$ cat config.mk
export PLATFORM = sky130hd
export DESIGN_NAME = ram_check
export DESIGN_NICKNAME = d
export VERILOG_FILES = /design/src/rtl/ram_check.sv
export SDC_FILE = /design/constraint.sdc
export NUM_CORES = 1
export LEC_CHECK = 0
export ABC_CLOCK_PERIOD_IN_PS = 3420
export CAP_MARGIN = 25
export CORE_AREA = 4 4 189 191
export DETAILED_ROUTE_END_ITERATION = 6
export DIE_AREA = 0 0 193 195
export PLACE_DENSITY = 0.57
export SETUP_SLACK_MARGIN = 0.5
export SYNTH_ARGS = -nofsm -noshare
export SYNTH_HDL_FRONTEND = slang
export SYNTH_SLANG_ARGS = --single-unit
export TNS_END_PERCENT = 10
$ cat constraint.sdc
create_clock -name sys_clk -period 3.42 [get_ports sys_clk]
set_input_delay 0.513 -clock sys_clk [delete_from_list [all_inputs] [get_ports sys_clk]]
set_output_delay 0.513 -clock sys_clk [all_outputs]
set_load 0.02 [all_outputs]
$ cat src/rtl/ram_check.sv
// Read-back checker for the block-RAM pattern generator. It snoops the write/read bus, keeps a
// shadow copy of every written word, and compares the RAM read data against it RD_LAT clocks later.
module ram_check #(
    parameter int unsigned ADDR_W = 5,
    parameter int unsigned DATA_W = 8,
    parameter int unsigned RD_LAT = 1
) (
    input  logic              sys_clk,
    input  logic              sys_rst_n,
    input  logic              ram_en,
    input  logic              ram_we,
    input  logic [ADDR_W-1:0] ram_addr,
    input  logic [DATA_W-1:0] ram_wdata,
    input  logic [DATA_W-1:0] ram_rdata,
    output logic              chk_pass,
    output logic              err_flag,
    output logic [7:0]        err_cnt,
    output logic [ADDR_W-1:0] err_addr,
    output logic [15:0]       sweep_cnt,
    output logic              led
);

    localparam int unsigned DEPTH = 2 ** ADDR_W;
    localparam logic [ADDR_W-1:0] LAST_IDX = '1;

    typedef enum logic [1:0] {
        IDLE,
        WRITE,
        READ
    } state_t;

    typedef struct packed {
        logic              vld;
        logic [DATA_W-1:0] expected;
        logic [ADDR_W-1:0] addr;
        logic              chk;
        logic              first;
        logic              last;
    } rd_tag_t;

    state_t            state;
    logic [ADDR_W-1:0] sweep_idx;
    logic              sweep_err;
    logic [DEPTH-1:0]  valid;
    logic [DATA_W-1:0] shadow [DEPTH];
    rd_tag_t           pipe [RD_LAT];

    logic              wr;
    logic              rd;
    logic [ADDR_W-1:0] idx;
    rd_tag_t           head;
    rd_tag_t           tail;
    logic              mis;
    logic              sweep_bad;

    always_comb begin
        wr            = ram_en & ram_we;
        rd            = ram_en & ~ram_we;
        // A read arriving from IDLE or WRITE starts a new sweep at index 0.
        idx           = (state == READ) ? sweep_idx : '0;
        head.vld      = rd;
        head.expected = shadow[ram_addr];
        head.addr     = ram_addr;
        head.chk      = valid[ram_addr];
        head.first    = (idx == '0);
        head.last     = (idx == LAST_IDX);
        tail          = pipe[RD_LAT-1];
        mis           = tail.vld & tail.chk & (ram_rdata != tail.expected);
        // Sweep error is accumulated on the compare side so that mismatches still in flight when
        // the last read issues are not lost; the first word of a sweep discards the old history.
        sweep_bad     = (~tail.first & sweep_err) | mis;
    end

    // Shadow data has no reset: the valid bits alone decide whether a word is checked.
    always_ff @(posedge sys_clk) begin
        if (wr) begin
            shadow[ram_addr] <= ram_wdata;
        end
    end

    always_ff @(posedge sys_clk) begin
        if (!sys_rst_n) begin
            state     <= IDLE;
            sweep_idx <= '0;
            sweep_err <= 1'b0;
            valid     <= '0;
            for (int unsigned i = 0; i < RD_LAT; i++) begin
                pipe[i].vld <= 1'b0;
            end
            chk_pass  <= 1'b0;
            err_flag  <= 1'b0;
            err_cnt   <= '0;
            err_addr  <= '0;
            sweep_cnt <= '0;
            led       <= 1'b1;
        end else begin
            chk_pass <= 1'b0;

            if (wr) begin
                valid[ram_addr] <= 1'b1;
                state           <= WRITE;
            end else if (rd) begin
                state     <= READ;
                sweep_idx <= idx + ADDR_W'(1);
            end

            pipe[0] <= head;
            for (int unsigned i = 1; i < RD_LAT; i++) begin
                pipe[i] <= pipe[i-1];
            end

            if (tail.vld) begin
                if (mis) begin
                    err_flag <= 1'b1;
                    led      <= 1'b0;
                    err_addr <= tail.addr;
                    if (err_cnt != 8'hFF) begin
                        err_cnt <= err_cnt + 8'd1;
                    end
                end
                if (tail.last) begin
                    sweep_err <= 1'b0;
                    if (!sweep_bad) begin
                        chk_pass  <= 1'b1;
                        sweep_cnt <= sweep_cnt + 16'd1;
                    end
                end else begin
                    sweep_err <= sweep_bad;
                end
            end
        end
    end

endmodule

After elaboration in Yosys (flattened, before gate mapping)
Memories as Yosys holds them, arrays and structs flattened.
Index checks and enable logic that the tools add are counted.
- bits in registers: 72
- latch bits: 0
- bits in writable memories: 273
- memory bits (read-only): 0
- output and inout port bits: 32
- word-level logic and storage cells: 59
- memories kept: 2
- memories (memory ; depth ; width ; read ports ; clocked after memory_dff ; write ports ; line ; source):
    shadow ; 32 ; 8 ; 1 ; 0 ; 1 ; 45 ; logic [DATA_W-1:0] shadow [DEPTH];
    pipe ; 1 ; 17 ; 1 ; 0 ; 1 ; 46 ; rd_tag_t pipe [RD_LAT];
- $add $sub $neg: 3
- $mul: 0
- div/mod/pow operators: 0
- $lt $le $gt $ge: 2
- equal/unequal tests: 4
- shifts and indexed selects: 0
- mux-type cells: 15
- bitwise gates (word level): 12
- reductions and logical operators: 10
- operators with widths (operator ; count):
    $or 32x32->32 ; 1
    $mux 17 ; 1
    $reduce_or 17->1 ; 1
    $add 16x1->16 const B ; 1
    $mux 1 ; 10
    $reduce_and 3->1 ; 3
    $add 8x1->8 const B ; 1
    $ne 8x8->1 ; 1
    $ne 8x8->1 const B ; 1
    $lt 5x6->1 const B ; 1
    $add 5x1->5 const B ; 1
    $and 1x1->1 ; 5
    $bmux 1 s5 ; 1
    $demux 1 s5 ; 1
    $eq 5x5->1 const B ; 1
    $ge 5x1->1 const B ; 1
    $logic_not 5->1 ; 1
    $mux 5 ; 1
    $not 1->1 ; 5
    $reduce_and 2->1 ; 2
    $eq 2x2->1 const B ; 1
    $mux 2 ; 1
    $reduce_bool 2->1 ; 1
    $reduce_or 2->1 ; 1
    2 further kinds ; 2

Logic depth before layout (Yosys ltp)
Gate-level depths: netlist of run 1.
An unclocked memory read counts as a cell.
- depth after elaboration: 6
- mapped depth: 9
- depth with buffers taken out: 9

Least setup slack after synthesis of run 1
OpenSTA, ideal clock, no wires.
- path kind: in2reg
- start: input port ram_addr[0]
- end: memory pipe[0][10] (netlist bit), data pin
- library setup time: 0.275 ns
- arrival: 1.959 ns
- data required time: 3.145 ns
- path slack: 1.186 ns
- stages: 6
- path through: buf_2 -> buf_4 -> buf_2 -> mux4_2 -> a22oi_1 -> a41oi_1
- cells in the longest elaborated chain, start to end: 2
- RTL lines (what ; line ; source):
    start, declared ; 12 ; input logic [ADDR_W-1:0] ram_addr,
    $mem_v2 32x8 ; n/a ;
    $mux 17 (no line) ; n/a ;
    end, declared ; 46 ;
Every way passes these cells. The select of a mux whose other input is x is not followed.

Worst setup path after layout of run 1
- start: memory pipe[0][15] (netlist bit)
- end: register sweep_cnt[0]
- cells in the longest elaborated chain, start to end: 6
- RTL lines (what ; line ; source):
    $mem_v2 1x17 ; n/a ;
    $ne 8x8->1 ; 68 ; mis = tail.vld & tail.chk & (ram_rdata != tail.expected);
    $and 1x1->1 ; 68 ;
    $or 1x1->1 ; 71 ; sweep_bad = (~tail.first & sweep_err) | mis;
    $not 1->1 (no line) ; n/a ;
    $reduce_and 3->1 (no line) ; n/a ;
    end signal, assigned ; 125 ; sweep_cnt <= sweep_cnt + 16'd1;
    end, declared ; 19 ; output logic [15:0] sweep_cnt,
Every way passes these cells.
A chain may end at the register's enable or synchronous reset.

==> results of run 1 <==
[registers in the layout, indices dropped and copies added, names as in the netlist]
name and cells:
chk_pass 1, err_addr 5, err_cnt 8, err_flag 1, led 1, pipe 17
shadow 256, state 2, sweep_cnt 16, sweep_err 1, sweep_idx 5, valid 32
[cell usage in the layout, fill, tap and decap left out, types with 5 or more instances in the layout]
master	n
and2_1	11
nand2b_1	9
inv_1	8
and3_1	5
clkdlybuf4s50_1	53
edfxtp_1	272
nand4_1	5
xor2_1	8
a22oi_1	29
nor2_1	100
ha_1	5
clkbuf_16	39
a21oi_1	18
a41oi_1	5
nor3_1	5
o31ai_1	11
o21ai_0	10
or4_1	11
mux2i_1	15
o21a_1	9
mux4_2	72
nand2_1	33
bufinv_16	5
nand3_1	10
nor4_1	5
nor2b_1	5
buf_4	73
dfxtp_1	73
clkbuf_1	13
a31oi_1	5
[cell type report]
type	instances	area (um^2)
sequential	345	9630
fill	2884	17800
clock inverter	12	209
inverter	9	33.8
multi-input combinational	416	3650
clock buffer	54	1050
tap	455	569
timing repair buffer	130	1140
[worst max-delay path, stage by stage, from the launching register on]
cell and delay (ns):
edfxtp_1 0.43, xor2_1 0.19, nor4_1 0.74, buf_4 0.25, a21oi_4 0.18, buf_4 0.28
or3_1 0.35, a21oi_1 0.15
[logic make-up (layout without fill, tap and decap cells)]
kind of cell / after synthesis / in the layout / synth area share
fa+ha+maj: 5 / 5 / 0.00464
mux: 87 / 87 / 0.131
compound gates: 100 / 100 / 0.0515
buf+inv: 51 / 205 / 0.0166
simple gates: 216 / 216 / 0.0772
xor+xnor: 8 / 8 / 0.00519
flops: 345 / 345 / 0.714
[through the flow]
step,instance area [um^2],power (mW),worst slack (ns),instances
floorplan,13500,4.88,1.19,812
global placement,15000,5.10,0.265,1354
detailed placement,15000,5.11,0.242,1355
CTS,16300,9.24,0.716,1421
global route,16300,9.45,0.646,1421
finish,16300,9.14,0.781,1421
[power groups by stage]
stage	combinational, mW	clock (mW)	sequential, mW
after floorplan	0.215	0	4.67
after global placement	0.431	0	4.67
after detailed placement	0.434	0	4.67
after CTS	0.436	4.22	4.58
after global routing	0.460	4.40	4.59
final	0.430	4.13	4.58
[path summary, 6_finish.rpt]
kind	to	slack [ns]	cells after the start
max	sweep_cnt[0]	0.78	7
min	valid[16]	0.40	3
max reg2reg	sweep_cnt[0]	0.78	7
min reg2reg	valid[31]	0.46	2
[layer usage]
| layer | GRT usage | routed length, um | vias up |
|---|---|---|---|
| li1 | - | - | 3464 |
| met1 | 0.251 | 14300 | 3977 |
| met2 | 0.271 | 15200 | 257 |
| met3 | 0.0295 | 2050 | 47 |
| met4 | 0.0427 | 651 | 0 |
| met5 | 0 | 0 | - |
==> results.sh, run 1 <==
export IMPL_port_buffer_count=56
export IMPL_power_frac_comb=0.047
export IMPL_outcome="finished clean"
export IMPL_cts_resized=0
export IMPL_critPathMaxFanout=31
export IMPL_postCtsSetupRepairBufs=0
export IMPL_clock_latency_ns=0.53
export IMPL_viasPerCell=5.45
export IMPL_layout_nets=969
export IMPL_first_global_vias=7807
export IMPL_start_util=0.396
export IMPL_finalWirelength_um=32200
export IMPL_startpoint_type="flip-flop"
export IMPL_drc=0
export IMPL_cts_buffer_depth=3
export IMPL_syn_inst=812
export IMPL_cts_root_buf="clkbuf_16"
export IMPL_netSwitchingPower_mw=1.88
export IMPL_critPathKind="flip-flop to flip-flop"
export IMPL_synth_top_area_cell="edfxtp_1"
export IMPL_swShare=0.205
export IMPL_synth_cell_types=49
export IMPL_hold_class="primary input to flip-flop"
export IMPL_cellLeakagePower_nw=5.33
export IMPL_die_area_mm2=0.0376
export IMPL_grt_max_degree=54
export IMPL_clock_skew_ns=0.0251
export IMPL_final_hold_viol_count=0
export IMPL_synth_common_cells="edfxtp_1, nor2_1, dfxtp_1, mux4_2, nand2_1"
export IMPL_antennaDiodeCount=0
export IMPL_ys_ff_latch=345
export IMPL_p_int_mw=7.26
export IMPL_synthesis_area_mm2=0.0135
export IMPL_cap_viol_max_count=0
export IMPL_vias=7745
export IMPL_min_from="sys_rst_n"
export IMPL_synth_most_common_cell="edfxtp_1"
export IMPL_cts_inserted_buffers=37
export IMPL_track_usage=0.172
export IMPL_vdd_ir_drop_max_uv=305
export IMPL_dpl_hpwl_um=20800
export IMPL_grt_overflow=0
export IMPL_setup_tns_ns=0
export IMPL_slew_violations=0
export IMPL_fmax_mhz=379
export IMPL_p_clk_frac=0.451
export IMPL_seqPwrFrac=0.501
export IMPL_antenna_found_initial=0
export IMPL_syn_to_final_growth_pct=20.7
export IMPL_dieHeight_um=195
export IMPL_io_pins=57
export IMPL_yosysSeqAreaShare=0.714
export IMPL_coreArea_mm2=0.0341
export IMPL_slew_headroom=0.424
export IMPL_yosysWarnings=0
export IMPL_period_minus_slack_ns=2.64
export IMPL_cts_hold_buf=0
export IMPL_drive_gt1_frac=0.213
export IMPL_rsz0062_at_grt="false"
export IMPL_rows=68
export IMPL_synth_edf_count=272
export IMPL_arrival_ns=3.10
export IMPL_avgSynthCellArea_um2=16.6
export IMPL_fin_crit_sh=0.772
export IMPL_clk_pin_slew_worst_paths_ns=0.06
export IMPL_antenna_violating_nets_post_route=0
export IMPL_final_core_util=0.477
export IMPL_worstMarginPinSlew_ns=0.864
export IMPL_grt_pass1_wl_um=48800
export IMPL_drt_initial_drc_count=663
export IMPL_power_density_mw_per_mm2=561
export IMPL_h_tree_depth=2
export IMPL_place_gp_congestion=0.877
export IMPL_async_flop_share=0
export IMPL_clkSinkCount=345
export IMPL_ys_flop_type="edfxtp_1"
export IMPL_reg2reg_from="pipe[0][15]"
export IMPL_required_ns=3.88
export IMPL_synth_top_area_frac=0.605
export IMPL_finalSetupViolCount=0
export IMPL_yosys_top_cells_area="edfxtp_1, mux4_2, dfxtp_1"
export IMPL_cp_end_kind="flip-flop"
export IMPL_wl_per_cell_um=22.7
export IMPL_synth_fp_nets=842
export IMPL_dr_pass1_iters=5
export IMPL_crit_start="pipe[0][15]"
export IMPL_whs_ns=0.402
export IMPL_die_w_um=193
export IMPL_cts_tree="done"
No activity file was read; power rests on OpenSTA's default activity.
==> inputs of run 2 (changes only) <==
--- a/config.mk
+++ b/config.mk
@@ -5,12 +5,12 @@
 export SDC_FILE = /design/constraint.sdc
 export NUM_CORES = 1
 export LEC_CHECK = 0
-export ABC_CLOCK_PERIOD_IN_PS = 3420
+export ABC_CLOCK_PERIOD_IN_PS = 2300
 export CAP_MARGIN = 25
 export CORE_AREA = 4 4 189 191
 export DETAILED_ROUTE_END_ITERATION = 6
 export DIE_AREA = 0 0 193 195
-export PLACE_DENSITY = 0.57
+export PLACE_DENSITY = 0.59
 export SETUP_SLACK_MARGIN = 0.5
 export SYNTH_ARGS = -nofsm -noshare
 export SYNTH_HDL_FRONTEND = slang
==> constraint.sdc (replaced) <==
create_clock -name sys_clk -period 2.3 [get_ports sys_clk]
set_input_delay 0.345 -clock sys_clk [delete_from_list [all_inputs] [get_ports sys_clk]]
set_output_delay 0.345 -clock sys_clk [all_outputs]
set_load 0.02 [all_outputs]
==> run 2 against run 1 <==
Effect of this change:
- count of clock-buffer cells in the layout stayed put
- clock power is 46% higher
- hold slack worse by 0.063 ns
- clock skew is 0.010 ns lower
- sequential power is 49% higher
- combinational power is 65% higher
- die area stayed put
- highest routed layer unchanged
- utilization is 2.0 points higher
- sequential share of layout area is 2.3 points lower
- power is 48% higher
==> results.sh, run 2 (synthesized netlist as in run 1, its figures left out) <==
export IMPL_outcome="finished clean"
export IMPL_r2r_end="sweep_cnt[13]"
export IMPL_p_clk_frac=0.445
export IMPL_dpl_hpwl_um=20300
export IMPL_fin_crit_sh=0.870
export IMPL_cpMaxStageDelayCell="or4_1"
export IMPL_cap_viol_max_count=0
export IMPL_power_frac_comb=0.052
export IMPL_vdd_ir_drop_max_uv=531
export IMPL_die_w_um=193
export IMPL_slew_violations=0
export IMPL_grt_max_degree=54
export IMPL_final_hold_viol_count=0
export IMPL_drc=0
export IMPL_clock_skew_ns=0.0149
export IMPL_wl_per_cell_um=21.7
export IMPL_drt_initial_drc_count=555
export IMPL_layout_common_cells="edfxtp_1, buf_4, nor2_1"
export IMPL_port_buffer_count=56
export IMPL_grt_overflow=0
export IMPL_syn_to_final_growth_pct=25.6
export IMPL_rsz0062_at_grt="true"
export IMPL_crit_chain="xor2_1 > nor4_1 > buf_4 > a21oi_4 > clkbuf_16 > or4_1 > a21oi_1"
export IMPL_vias=7827
export IMPL_drive_gt1_frac=0.289
export IMPL_clk_pin_slew_worst_paths_ns=0.06
export IMPL_start_util=0.396
export IMPL_finalWirelength_um=31900
export IMPL_reg2reg_from="pipe[0][11]"
export IMPL_grt_pass1_wl_um=47400
export IMPL_first_global_vias=7674
export IMPL_rows=68
export IMPL_largest_reg_flops=256
export IMPL_antenna_violating_nets_post_route=0
export IMPL_cp_end_kind="flip-flop"
export IMPL_cts_inserted_buffers=39
export IMPL_cp_depth=7
export IMPL_instances_no_fill=1473
export IMPL_cellLeakagePower_nw=5.67
export IMPL_antenna_found_initial=0
export IMPL_finalWorstSetupSlack_ns=0.299
export IMPL_finalSetupViolCount=0
export IMPL_dp_cells=1397
export IMPL_worstMarginPinSlew_ns=0.668
export IMPL_dieHeight_um=195
export IMPL_final_common_cell="edfxtp_1"
export IMPL_crit_buf_inv=2
export IMPL_period_minus_slack_ns=2.00
export IMPL_die_area_mm2=0.0376
export IMPL_netSwitchingPower_mw=2.92
export IMPL_multiInputGateArea_mm2=0.00383
export IMPL_clkSinkCount=345
export IMPL_hold_class="primary input to flip-flop"
export IMPL_largest_register="shadow"
export IMPL_track_usage=0.167
export IMPL_io_pins=57
export IMPL_swShare=0.216
export IMPL_critPathKind="flip-flop to flip-flop"
export IMPL_crit_start="pipe[0][11]"
export IMPL_critPathMaxFanout=7
export IMPL_layout_nets=1017
export IMPL_place_gp_congestion=0.850
export IMPL_cts_tree="done"
export IMPL_cts_buffer_depth=3
export IMPL_power_density_mw_per_mm2=799
export IMPL_power_mw=13.6
export IMPL_required_ns=2.77
export IMPL_reg_top3="shadow x256, valid x32, pipe x17"
export IMPL_coreArea_mm2=0.0341
export IMPL_fmax_mhz=500
export IMPL_seqPwrFrac=0.503
export IMPL_startpoint_type="flip-flop"
export IMPL_cts_hold_buf=0
export IMPL_slew_headroom=0.555
export IMPL_critPathMaxStageDelay_ns=0.50
export IMPL_antennaDiodeCount=0
export IMPL_viasPerCell=5.31
export IMPL_endpoint="sweep_cnt[13]"
export IMPL_preCtsSetupSlack_ns=-0.213
export IMPL_seq_area_mm2=0.00963
export IMPL_whs_ns=0.339
export IMPL_cts_root_buf="clkbuf_16"
export IMPL_r2r_slack_ns=0.30
export IMPL_crit_family="simple AND/OR/NAND/NOR gates"
export IMPL_p_int_mw=10.6
export IMPL_h_tree_depth=2
export IMPL_arrival_ns=2.47
export IMPL_clock_latency_ns=0.54
export IMPL_reg2reg_depth=7
export IMPL_dr_pass1_iters=5
export IMPL_nFillCells=2836
run 2: per-stage QoR:
| stage | utilization | setup TNS (ns) | instance area, um^2 |
|---|---|---|---|
| finish | 0.497 | 0 | 17000 |
| global route | 0.497 | 0 | 17000 |
| CTS | 0.490 | 0 | 16700 |
| detailed placement | 0.453 | -3.05 | 15500 |
| global placement | 0.453 | -2.25 | 15500 |
| floorplan | - | 0 | 13600 |
run 2: worst min path at each step:
stage	startpoint	end	slack, ns	cells after the start
finish	sys_rst_n	valid[31]	0.34	3
global route	sys_rst_n	valid[3]	0.35	3
CTS	sys_rst_n	valid[0]	0.32	3
detailed placement	valid[5]	valid[5]	0.45	1
global placement	valid[9]	valid[9]	0.44	1
floorplan	valid[10]	valid[10]	0.43	2
run 2: layout make-up:
type,count,share of cell area
multi-input combinational,416,0.226
tap,455,0.0336
timing repair buffer,176,0.0961
inverter,9,0.00199
clock buffer,54,0.0632
sequential,345,0.568
clock inverter,18,0.0109
run 2: power groups by stage:
stage / sequential [mW] / combinational (mW) / clock, mW
final: 6.81 / 0.711 / 6.03
after global routing: 6.81 / 0.761 / 6.43
after CTS: 6.81 / 0.711 / 6.15
after detailed placement: 6.94 / 0.709 / 0
after global placement: 6.94 / 0.700 / 0
after floorplan: 6.94 / 0.345 / 0
run 2: worst min-delay path: cells and delay by family:
| kind | cells | cell delay (ns) |
|---|---|---|
| buffers and inverters | 2 | 0.31 |
| and+or+nand+nor | 1 | 0.16 |
run 2: what timing repair did:
item,in CTS,in global routing
resized for setup,2,38
cloned,0,2
setup endpoints to repair,52,105
buffers inserted,0,2
pin swaps,5,22
run 2: per-layer routing:
layer | vias up | part of all wire | track usage
met3 | 52 | 0.056 | 0.0349
li1 | 3561 | - | -
met1 | 4009 | 0.44 | 0.242
met5 | - | 0 | 0
met2 | 205 | 0.48 | 0.256
met4 | 0 | 0.025 | 0.0493
==> inputs of run 3 (changes only) <==
--- a/config.mk
+++ b/config.mk
@@ -7,10 +7,10 @@
 export LEC_CHECK = 0
 export ABC_CLOCK_PERIOD_IN_PS = 2300
 export CAP_MARGIN = 25
-export CORE_AREA = 4 4 189 191
+export CORE_AREA = 4 4 164 166
 export DETAILED_ROUTE_END_ITERATION = 6
-export DIE_AREA = 0 0 193 195
-export PLACE_DENSITY = 0.59
+export DIE_AREA = 0 0 168 170
+export PLACE_DENSITY = 0.75
 export SETUP_SLACK_MARGIN = 0.5
 export SYNTH_ARGS = -nofsm -noshare
 export SYNTH_HDL_FRONTEND = slang
==> run 3 against run 2 <==
Effect of this change:
- register-to-register slack lost 0.16 ns
- sequential power about the same
- combinational power shrank 2%
- clock power shrank 6.3%
- non-clock buffer count shrank 6
- utilization increased by 15 points
- clock skew is 0.0080 ns higher
- cell count down 9.2%
- power fell by 2.9%
- first-iteration DRC count rose by 70%
- critical endpoint unchanged
==> results.sh, run 3 (synthesized netlist as in run 1, its figures left out) <==
export IMPL_startpoint_type="flip-flop"
export IMPL_viasPerCell=6.07
export IMPL_port_buffer_count=56
export IMPL_critPathMaxFanout=6
export IMPL_crit_buf_inv=3
export IMPL_required_ns=2.67
export IMPL_dp_cells=1269
export IMPL_clock_latency_ns=0.52
export IMPL_syn_to_final_growth_pct=23.2
export IMPL_dpl_hpwl_um=19700
export IMPL_cts_tree="done"
export IMPL_period_minus_slack_ns=2.16
export IMPL_dr_pass1_iters=5
export IMPL_fmax_mhz=462
export IMPL_critPathKind="flip-flop to flip-flop"
export IMPL_cts_root_buf="clkbuf_16"
export IMPL_clkSinkCount=345
export IMPL_crit_chain="xor2_2 > nor4_2 > buf_4 > a21oi_4 > buf_12 > buf_16 > o31ai_1 > a21oi_2"
export IMPL_multiInputGateArea_mm2=0.00381
export IMPL_clk_pin_slew_worst_paths_ns=0.06
export IMPL_final_common_cell="edfxtp_1"
export IMPL_whs_ns=0.366
export IMPL_min_from="sys_rst_n"
export IMPL_reg2reg_from="pipe[0][14]"
export IMPL_io_pins=57
export IMPL_fin_crit_sh=0.940
export IMPL_die_area_mm2=0.0286
export IMPL_seq_area_mm2=0.00963
export IMPL_finalSetupViolCount=0
export IMPL_hold_class="primary input to flip-flop"
export IMPL_drive_gt1_frac=0.268
export IMPL_arrival_ns=2.53
export IMPL_power_density_mw_per_mm2=792
export IMPL_crit_family="compound AO/OA/AOI/OAI gates"
export IMPL_cts_hold_buf=0
export IMPL_clock_skew_ns=0.0228
export IMPL_cts_buffer_depth=3
export IMPL_grt_max_degree=54
export IMPL_reg2reg_depth=8
export IMPL_layout_common_cells="edfxtp_1, buf_4, nor2_1"
export IMPL_rows=59
export IMPL_r2r_end="sweep_cnt[13]"
export IMPL_instances_no_fill=1338
export IMPL_worstMarginPinSlew_ns=0.903
export IMPL_vdd_ir_drop_max_uv=812
export IMPL_reg_top3="shadow x256, valid x32, pipe x17"
export IMPL_place_gp_congestion=0.835
export IMPL_cellLeakagePower_nw=5.54
export IMPL_cts_inserted_buffers=35
export IMPL_rsz0062_at_grt="true"
export IMPL_dieHeight_um=170
export IMPL_layout_nets=1007
export IMPL_antenna_violating_nets_post_route=0
export IMPL_drt_initial_drc_count=941
export IMPL_slew_violations=0
export IMPL_critPathMaxStageDelay_ns=0.48
export IMPL_antennaDiodeCount=0
export IMPL_first_global_vias=7866
export IMPL_outcome="finished clean"
export IMPL_cap_viol_max_count=0
export IMPL_antenna_found_initial=0
export IMPL_min_to="err_addr[4]"
export IMPL_cpMaxStageDelayCell="edfxtp_1"
export IMPL_finalWirelength_um=31800
export IMPL_track_usage=0.218
export IMPL_r2r_slack_ns=0.14
export IMPL_largest_register="shadow"
export IMPL_drc=0
export IMPL_grt_pass1_wl_um=47300
export IMPL_start_util=0.527
export IMPL_hold_path_depth=4
export IMPL_wl_per_cell_um=23.8
export IMPL_largest_reg_flops=256
export IMPL_nFillCells=1662
export IMPL_final_hold_viol_count=0
export IMPL_cp_depth=8
export IMPL_vias=8122
export IMPL_slew_headroom=0.397
export IMPL_die_w_um=168
export IMPL_h_tree_depth=2
export IMPL_grt_overflow=0
export IMPL_cp_end_kind="flip-flop"
export IMPL_coreArea_mm2=0.0256
## run 3: cell type report
class | instances | area share
repair buffers | 170 | 0.0953
flip-flops and latches | 345 | 0.579
inverters | 9 | 0.00203
clock buffers | 45 | 0.0568
clock inverters | 18 | 0.0123
well taps | 335 | 0.0252
multi-input cells | 416 | 0.229
## run 3: layer usage
layer / wire length, um / vias up / GRT usage / part of all wire
met3: 3010 / 80 / 0.0641 / 0.095
met2: 15400 / 419 / 0.346 / 0.48
met1: 12400 / 4094 / 0.294 / 0.39
met5: 0 / - / 0 / 0
li1: - / 3529 / - / -
met4: 1000 / 0 / 0.0706 / 0.032
## run 3: worst max path at each step
stage / startpoint / to / slack, ns
after global placement: ram_addr[0] / pipe[0][2] / -0.0009
after floorplan: ram_addr[1] / shadow[10][0] / 0.31
after CTS: pipe[0][8] / sweep_cnt[13] / 0.27
final: pipe[0][14] / sweep_cnt[13] / 0.14
after detailed placement: ram_rdata[7] / sweep_cnt[9] / -0.07
after global routing: pipe[0][14] / sweep_cnt[13] / 0.09
## run 3: per-stage QoR
stage | worst slack (ns) | utilization | setup TNS (ns) | area (um^2) | power [mW]
after CTS | 0.269 | 0.642 | 0 | 16400 | 13.2
final | 0.137 | 0.649 | 0 | 16600 | 13.2
after floorplan | 0.307 | - | 0 | 13600 | 7.29
after global placement | -0.000856 | 0.594 | -0.000856 | 15200 | 7.60
after detailed placement | -0.0662 | 0.594 | -0.654 | 15200 | 7.62
after global routing | 0.0880 | 0.649 | 0 | 16600 | 13.6
## run 3: worst reg2reg max path, cell delays in order (launching register included)
cell	delay, ns
edfxtp_1	0.48
xor2_2	0.19
nor4_2	0.29
buf_4	0.16
a21oi_4	0.09
buf_12	0.15
buf_16	0.13
o31ai_1	0.41
a21oi_2	0.12
## run 3: what timing repair did
action,CTS,global route
resized for setup,7,22
setup buffers,0,3
pin swaps,5,22
endpoints found under the setup margin,51,71
gates cloned,1,2
## run 3: power by group
group          internal [mW]  leakage, nW  total, mW  switching (mW)
registers               6.79         3.05       6.82          0.0328
logic                  0.301         1.94      0.694           0.393
clock network           3.37        0.556       5.65            2.28
total                   10.5         5.54       13.2            2.71
